### src/rtl/nmr_pulse_timer.sv
// Single-command NMR pulse timer: initial delay, gated pulse and post-pulse delay,
// with ready level, sticky overrun flag and completed-command counter.
module nmr_pulse_timer #(
    parameter int IDLY_WIDTH = 32,
    parameter int PLS_WIDTH  = 32,
    parameter int EDLY_WIDTH = 32,
    parameter int PCNT_WIDTH = 16
) (
    input  logic                  CLK,
    input  logic                  RST,
    input  logic                  BT_START,
    input  logic [IDLY_WIDTH-1:0] idly_reg,
    input  logic [PLS_WIDTH-1:0]  pls_reg,
    input  logic [EDLY_WIDTH-1:0] edly_reg,
    input  logic                  CLR,
    output logic                  BT_DONE,
    output logic                  PLS_OUT,
    output logic                  OVERRUN,
    output logic [PCNT_WIDTH-1:0] PCNT
);

    localparam int CNT_IP = (IDLY_WIDTH > PLS_WIDTH) ? IDLY_WIDTH : PLS_WIDTH;
    localparam int CNT_W  = (CNT_IP > EDLY_WIDTH) ? CNT_IP : EDLY_WIDTH;
    localparam logic [CNT_W-1:0]      CNT_ONE  = {{(CNT_W-1){1'b0}}, 1'b1};
    localparam logic [PCNT_WIDTH-1:0] PCNT_ONE = {{(PCNT_WIDTH-1){1'b0}}, 1'b1};

    typedef enum logic [2:0] {
        ST_IDLE = 3'd0,
        ST_LOAD = 3'd1,
        ST_IDLY = 3'd2,
        ST_PLS  = 3'd3,
        ST_EDLY = 3'd4
    } state_t;

    state_t                  state_r;
    logic [CNT_W-1:0]        ph_cnt_r;
    logic [IDLY_WIDTH-1:0]   idly_r;
    logic [PLS_WIDTH-1:0]    pls_r;
    logic [EDLY_WIDTH-1:0]   edly_r;
    logic                    bt_done_r;
    logic                    pls_out_r;
    logic                    overrun_r;
    logic [PCNT_WIDTH-1:0]   pcnt_r;

    logic                    idly_nz_s;
    logic                    pls_nz_s;
    logic                    edly_nz_s;
    logic                    step_s;
    logic                    finish_s;
    state_t                  adv_state_s;
    logic [CNT_W-1:0]        adv_cnt_s;

    assign BT_DONE = bt_done_r;
    assign PLS_OUT = pls_out_r;
    assign OVERRUN = overrun_r;
    assign PCNT    = pcnt_r;

    assign idly_nz_s = (idly_r != {IDLY_WIDTH{1'b0}});
    assign pls_nz_s  = (pls_r  != {PLS_WIDTH{1'b0}});
    assign edly_nz_s = (edly_r != {EDLY_WIDTH{1'b0}});

    // Select the next nonzero phase after the current one; zero-length phases are skipped.
    always_comb begin
        adv_state_s = ST_IDLE;
        adv_cnt_s   = {CNT_W{1'b0}};
        case (state_r)
            ST_LOAD: begin
                if (idly_nz_s) begin
                    adv_state_s = ST_IDLY;
                    adv_cnt_s   = CNT_W'(idly_r);
                end else if (pls_nz_s) begin
                    adv_state_s = ST_PLS;
                    adv_cnt_s   = CNT_W'(pls_r);
                end else if (edly_nz_s) begin
                    adv_state_s = ST_EDLY;
                    adv_cnt_s   = CNT_W'(edly_r);
                end else begin
                    adv_state_s = ST_IDLE;
                    adv_cnt_s   = {CNT_W{1'b0}};
                end
            end
            ST_IDLY: begin
                if (pls_nz_s) begin
                    adv_state_s = ST_PLS;
                    adv_cnt_s   = CNT_W'(pls_r);
                end else if (edly_nz_s) begin
                    adv_state_s = ST_EDLY;
                    adv_cnt_s   = CNT_W'(edly_r);
                end else begin
                    adv_state_s = ST_IDLE;
                    adv_cnt_s   = {CNT_W{1'b0}};
                end
            end
            ST_PLS: begin
                if (edly_nz_s) begin
                    adv_state_s = ST_EDLY;
                    adv_cnt_s   = CNT_W'(edly_r);
                end else begin
                    adv_state_s = ST_IDLE;
                    adv_cnt_s   = {CNT_W{1'b0}};
                end
            end
            default: begin
                adv_state_s = ST_IDLE;
                adv_cnt_s   = {CNT_W{1'b0}};
            end
        endcase
    end

    // A step happens when LOAD resolves or a running phase reaches its last cycle.
    always_comb begin
        step_s = 1'b0;
        case (state_r)
            ST_LOAD: step_s = 1'b1;
            ST_IDLY,
            ST_PLS,
            ST_EDLY: step_s = (ph_cnt_r == CNT_ONE);
            default: step_s = 1'b0;
        endcase
        finish_s = step_s && (adv_state_s == ST_IDLE);
    end

    // Command FSM with registered ready, pulse gate, overrun flag and completion counter.
    always_ff @(posedge CLK) begin
        if (!RST) begin
            state_r   <= ST_IDLE;
            ph_cnt_r  <= {CNT_W{1'b0}};
            idly_r    <= {IDLY_WIDTH{1'b0}};
            pls_r     <= {PLS_WIDTH{1'b0}};
            edly_r    <= {EDLY_WIDTH{1'b0}};
            bt_done_r <= 1'b1;
            pls_out_r <= 1'b0;
            overrun_r <= 1'b0;
            pcnt_r    <= {PCNT_WIDTH{1'b0}};
        end else begin
            case (state_r)
                ST_IDLE: begin
                    if (BT_START) begin
                        idly_r    <= idly_reg;
                        pls_r     <= pls_reg;
                        edly_r    <= edly_reg;
                        bt_done_r <= 1'b0;
                        state_r   <= ST_LOAD;
                    end else begin
                        state_r   <= ST_IDLE;
                    end
                end
                ST_LOAD,
                ST_IDLY,
                ST_PLS,
                ST_EDLY: begin
                    if (step_s) begin
                        state_r   <= adv_state_s;
                        ph_cnt_r  <= adv_cnt_s;
                        // Gate follows the phase being entered, so no gap or glitch between phases.
                        pls_out_r <= (adv_state_s == ST_PLS);
                        bt_done_r <= finish_s;
                    end else begin
                        ph_cnt_r  <= ph_cnt_r - CNT_ONE;
                    end
                end
                default: begin
                    state_r   <= ST_IDLE;
                    ph_cnt_r  <= {CNT_W{1'b0}};
                    bt_done_r <= 1'b1;
                    pls_out_r <= 1'b0;
                end
            endcase

            // A new overrun wins over a simultaneous clear.
            if (BT_START && (state_r != ST_IDLE)) begin
                overrun_r <= 1'b1;
            end else if (CLR) begin
                overrun_r <= 1'b0;
            end else begin
                overrun_r <= overrun_r;
            end

            if (CLR) begin
                pcnt_r <= {PCNT_WIDTH{1'b0}};
            end else if (finish_s) begin
                pcnt_r <= pcnt_r + PCNT_ONE;
            end else begin
                pcnt_r <= pcnt_r;
            end
        end
    end

endmodule

### config.mk
export PLATFORM = sky130hd
export DESIGN_NAME = nmr_pulse_timer
export DESIGN_NICKNAME = d
export VERILOG_FILES = /design/src/rtl/nmr_pulse_timer.sv
export SDC_FILE = /design/constraint.sdc
export NUM_CORES = 1
export LEC_CHECK = 0
export ABC_AREA = 1
export ABC_CLOCK_PERIOD_IN_PS = 2410
export BUFFER_PORTS_ARGS = -buffer_cell sky130_fd_sc_hd__buf_2
export CAP_MARGIN = 20
export CORE_MARGIN = 10
export CORE_UTILIZATION = 58
export DETAILED_ROUTE_END_ITERATION = 10
export PLACE_DENSITY = 0.81
export SYNTH_ARGS = -nofsm -noshare
export SYNTH_HDL_FRONTEND = slang
export SYNTH_SLANG_ARGS = --single-unit
export TNS_END_PERCENT = 20
### constraint.sdc
create_clock -name CLK -period 2.41 [get_ports CLK]
set_clock_uncertainty 0.2 [all_clocks]
set_input_delay 0.482 -clock CLK [delete_from_list [all_inputs] [get_ports CLK]]
set_output_delay 0.482 -clock CLK [all_outputs]
set_load 0.02 [all_outputs]
==> impl_metrics.csv <==
group,metric,value,unit
status,status,"complete, no violations",
finish,final_common_cell,"nand2_1",
sta,setup_tns,0,ns
route,dr.pass1.iters,5,
yosys,synth_top_family_by_area,"simple AND/OR/NAND/NOR gates",
finish,nets,1483,
yosys,yosys-top-cells-area,"dfxtp_1, nand2_1, a21oi_1, nor2_1, nand3_1",
sta,rsz0062_at_grt,"false",
cts,clkSlewWorstSetupHoldPaths,0.06,ns
die,ios,119,
worst_setup_path,required,2.56,ns
finish,drive_gt1_share,14.79,%
finish,diodes,0,
worst_setup_path,start_kind,"register",
yosys,yosysWarnings,0,
yosys,synth_xor_area_share,3.752,%
die,rows,43,
route,final_antenna_net_count,0,
finish,finish.utilization,69.88,%
sta,relSlewSlack,66.71,%
route,routed_wirelength,25120,um
sta,fmax,448.5,MHz
die,die_h,138.7,um
route,route.met2.wl,11270,um
hold_path,min_path_cells,3,
hold_path,hold_class,"primary input to register",
yosys,avgSynthCellArea,6.377,um2
cts,numCtsBuffers,17,
worst_setup_path,crit_chain,"nor2_2, nand2_2, nor2_2, nand3_2, o21ai_4, buf_12, nor2_1, a21oi_1, nand2_1, a21oi_1",
yosys,synth_cell_types,33,
power,total_leakage_power,4.209,nW
power,power,9.724,mW
die,die_x,138.7,um
route,dr.max_layer_used,"met4",
yosys,synth_top_area_share,36.76,%
route,wire_per_inst,15.97,um
sta,hold_viol_final,0,
yosys,synth_seq_area_share,36.76,%
power,p_per_area,1006,mW/mm2
yosys,synthSimpleGateAreaFrac,34.17,%
worst_setup_path,cpMaxStageDelayCell,"dfxtp_1",
yosys,synth-compound-area-share,15.01,%
cts,clk_path_buf_depth,2,
global_route,grt_usage,25.11,%
worst_setup_path,crit_type,"register to register",
yosys,ys_ff_latch,150,
placement,placed_area,0.009004,mm2
yosys,synth_area,0.008169,mm2
global_route,grt_overflow_total,0,
finish,areaGrowthSynthToFinish,18.27,%
global_route,grt_pass1_vias,8087,
sta,period_share,92.51,%
route,vias_per_cell,5.572,
worst_setup_path,arrival,2.38,ns
sta,final.min_clock_period,2.229,ns
global_route,grt_pass1_wl,40480,um
die,fp.dieArea,0.01923,mm2
cts,ctsRootBufferMaster,"clkbuf_16",
finish,fill_cells,1189,
die,core,0.01383,mm2
route,drc,0,
flow_run,maxCapViolCount,0,
global_route,antenna_found_initial,0,
yosys,synthMuxAreaShare,0,%
finish,stdcell_area,0.009662,mm2
die,start_util,59.08,%
worst_setup_path,cpPeakStageDelay,0.35,ns
cts,clkLatencyLatePin,0.43,ns
yosys,synth_top_area_cell,"dfxtp_1",
cts,clock-sinks,150,
worst_setup_path,worstPathMaxFanout,30,
finish,final_cell_mix,"nand2_1, a21oi_1, dfxtp_1, nor2_1, inv_1",
route,via_count,8765,
yosys,synth_fa_ha_area_share,0.4595,%
finish,regArea,0.003003,mm2
placement,portBuffers,118,
cts,htree_levels,4,
power,vdd_drop_max,0.6227,mV
global_route,grt_max_degree,69,
worst_setup_path,r2r_cells,10,
route,wl_met1,11140,um
worst_setup_path,crit_start,"ph_cnt_r[8]$_SDFFE_PN0P_",
worst_setup_path,crit_path_end_kind,"register",
route,first_iter_violations,798,
hold_path,worstHoldStart,"idly_reg[29]",
cts,cts_tree,"yes",
sta,max_slew.worst_pin.slew,0.4993,ns
worst_setup_path,r2r_start,"ph_cnt_r[8]$_SDFFE_PN0P_",
finish,multi_input_area,0.004379,mm2
sta,final_max_slew_viol_count,0,
route,wl_met3,2314,um
sta,setup_viol,0,
yosys,syn_nets,1384,
sta,hold_ws,0.1185,ns
placement,gp_congestion,0.9471,
yosys,syn_inst,1281,
placement,hpwl,18560,um
[sequential cells by signal, indices dropped and copies added, names as in the netlist]
name	count
idly_r	32
PLS_OUT	1
edly_r	32
ph_cnt_r	32
OVERRUN	1
pls_r	32
BT_DONE	1
PCNT	16
state_r	3
[cell families (layout without fill, tap and decap cells)]
| kind of cell | Yosys count | in the layout |
|---|---|---|
| buffers and inverters | 198 | 310 |
| and+or+nand+nor | 653 | 653 |
| xor gates and xnor gates | 35 | 35 |
| AOI/OAI and AO/OA | 242 | 242 |
| adders and majority gates | 3 | 3 |
| DFF | 150 | 150 |
[report_power, final]
part | total, mW | switching (mW) | internal [mW] | leakage, nW
registers | 3.14 | 0.314 | 2.83 | 1.23
clock network | 2.94 | 1.15 | 1.79 | 0.318
logic | 3.64 | 2.35 | 1.29 | 2.66
[repair_timing]
action	in CTS	in global routing
endpoints found under the setup margin	0	5
hold buffers	0	0
resized for setup	0	4
buffers inserted	0	0
[worst max-delay path: cells and delay by family (launching register included)]
kind,cells,cell delay (ns)
buffers and inverters,1,0.24
AND/OR/NAND/NOR,6,0.76
flip-flops,1,0.35
AO/OA/AOI/OAI,3,0.60
[final cells by class]
type | count | area share, %
Clock inverter | 14 | 2.176
Multi-Input combinational cell | 933 | 45.33
Sequential cell | 150 | 31.08
Clock buffer | 18 | 4.545
Tap cell | 180 | 2.331
Inverter | 128 | 5.038
Timing Repair Buffer | 150 | 9.505
[Yosys cell counts (all sizes together)]
cell    instances
dfxtp         150
o21bai          1
nand3          97
ha              3
nor3           12
inv           127
and2            1
nor4            1
nor2          140
xnor2           4
buf            23
a211oi          1
clkbuf         47
a21oi         156
clkinv          1
a32o            1
xor2           31
nand4          54
or2             1
o21ai          82
a31oi           1
nand2         347
[through the flow]
stage          worst slack (ns)  cells
5_1_grt                 0.01150   1573
6_report                 0.1805   1573
3_3_place_gp             0.2592   1541
3_5_place_dp             0.2223   1541
4_1_cts                  0.1962   1573
2_1_floorplan            0.5548   1281
[per-layer routing]
metal	global-route usage [%]	vias up
met5	0	-
met4	7.139	0
met3	6.986	34
met2	39.06	370
met1	33.23	4006
li1	-	4355
[path summary, 6_finish.rpt]
path | to | slack, ns
worst max-delay path | ph_cnt_r[31]$_SDFFE_PN0P_ | 0.18
worst min-delay path | idly_r[29]$_SDFFE_PN0P_ | 0.12
worst max register to register | ph_cnt_r[31]$_SDFFE_PN0P_ | 0.18
worst min register to register | OVERRUN$_SDFFE_PN0P_ | 0.27
No activity file was read; power rests on OpenSTA's default activity.
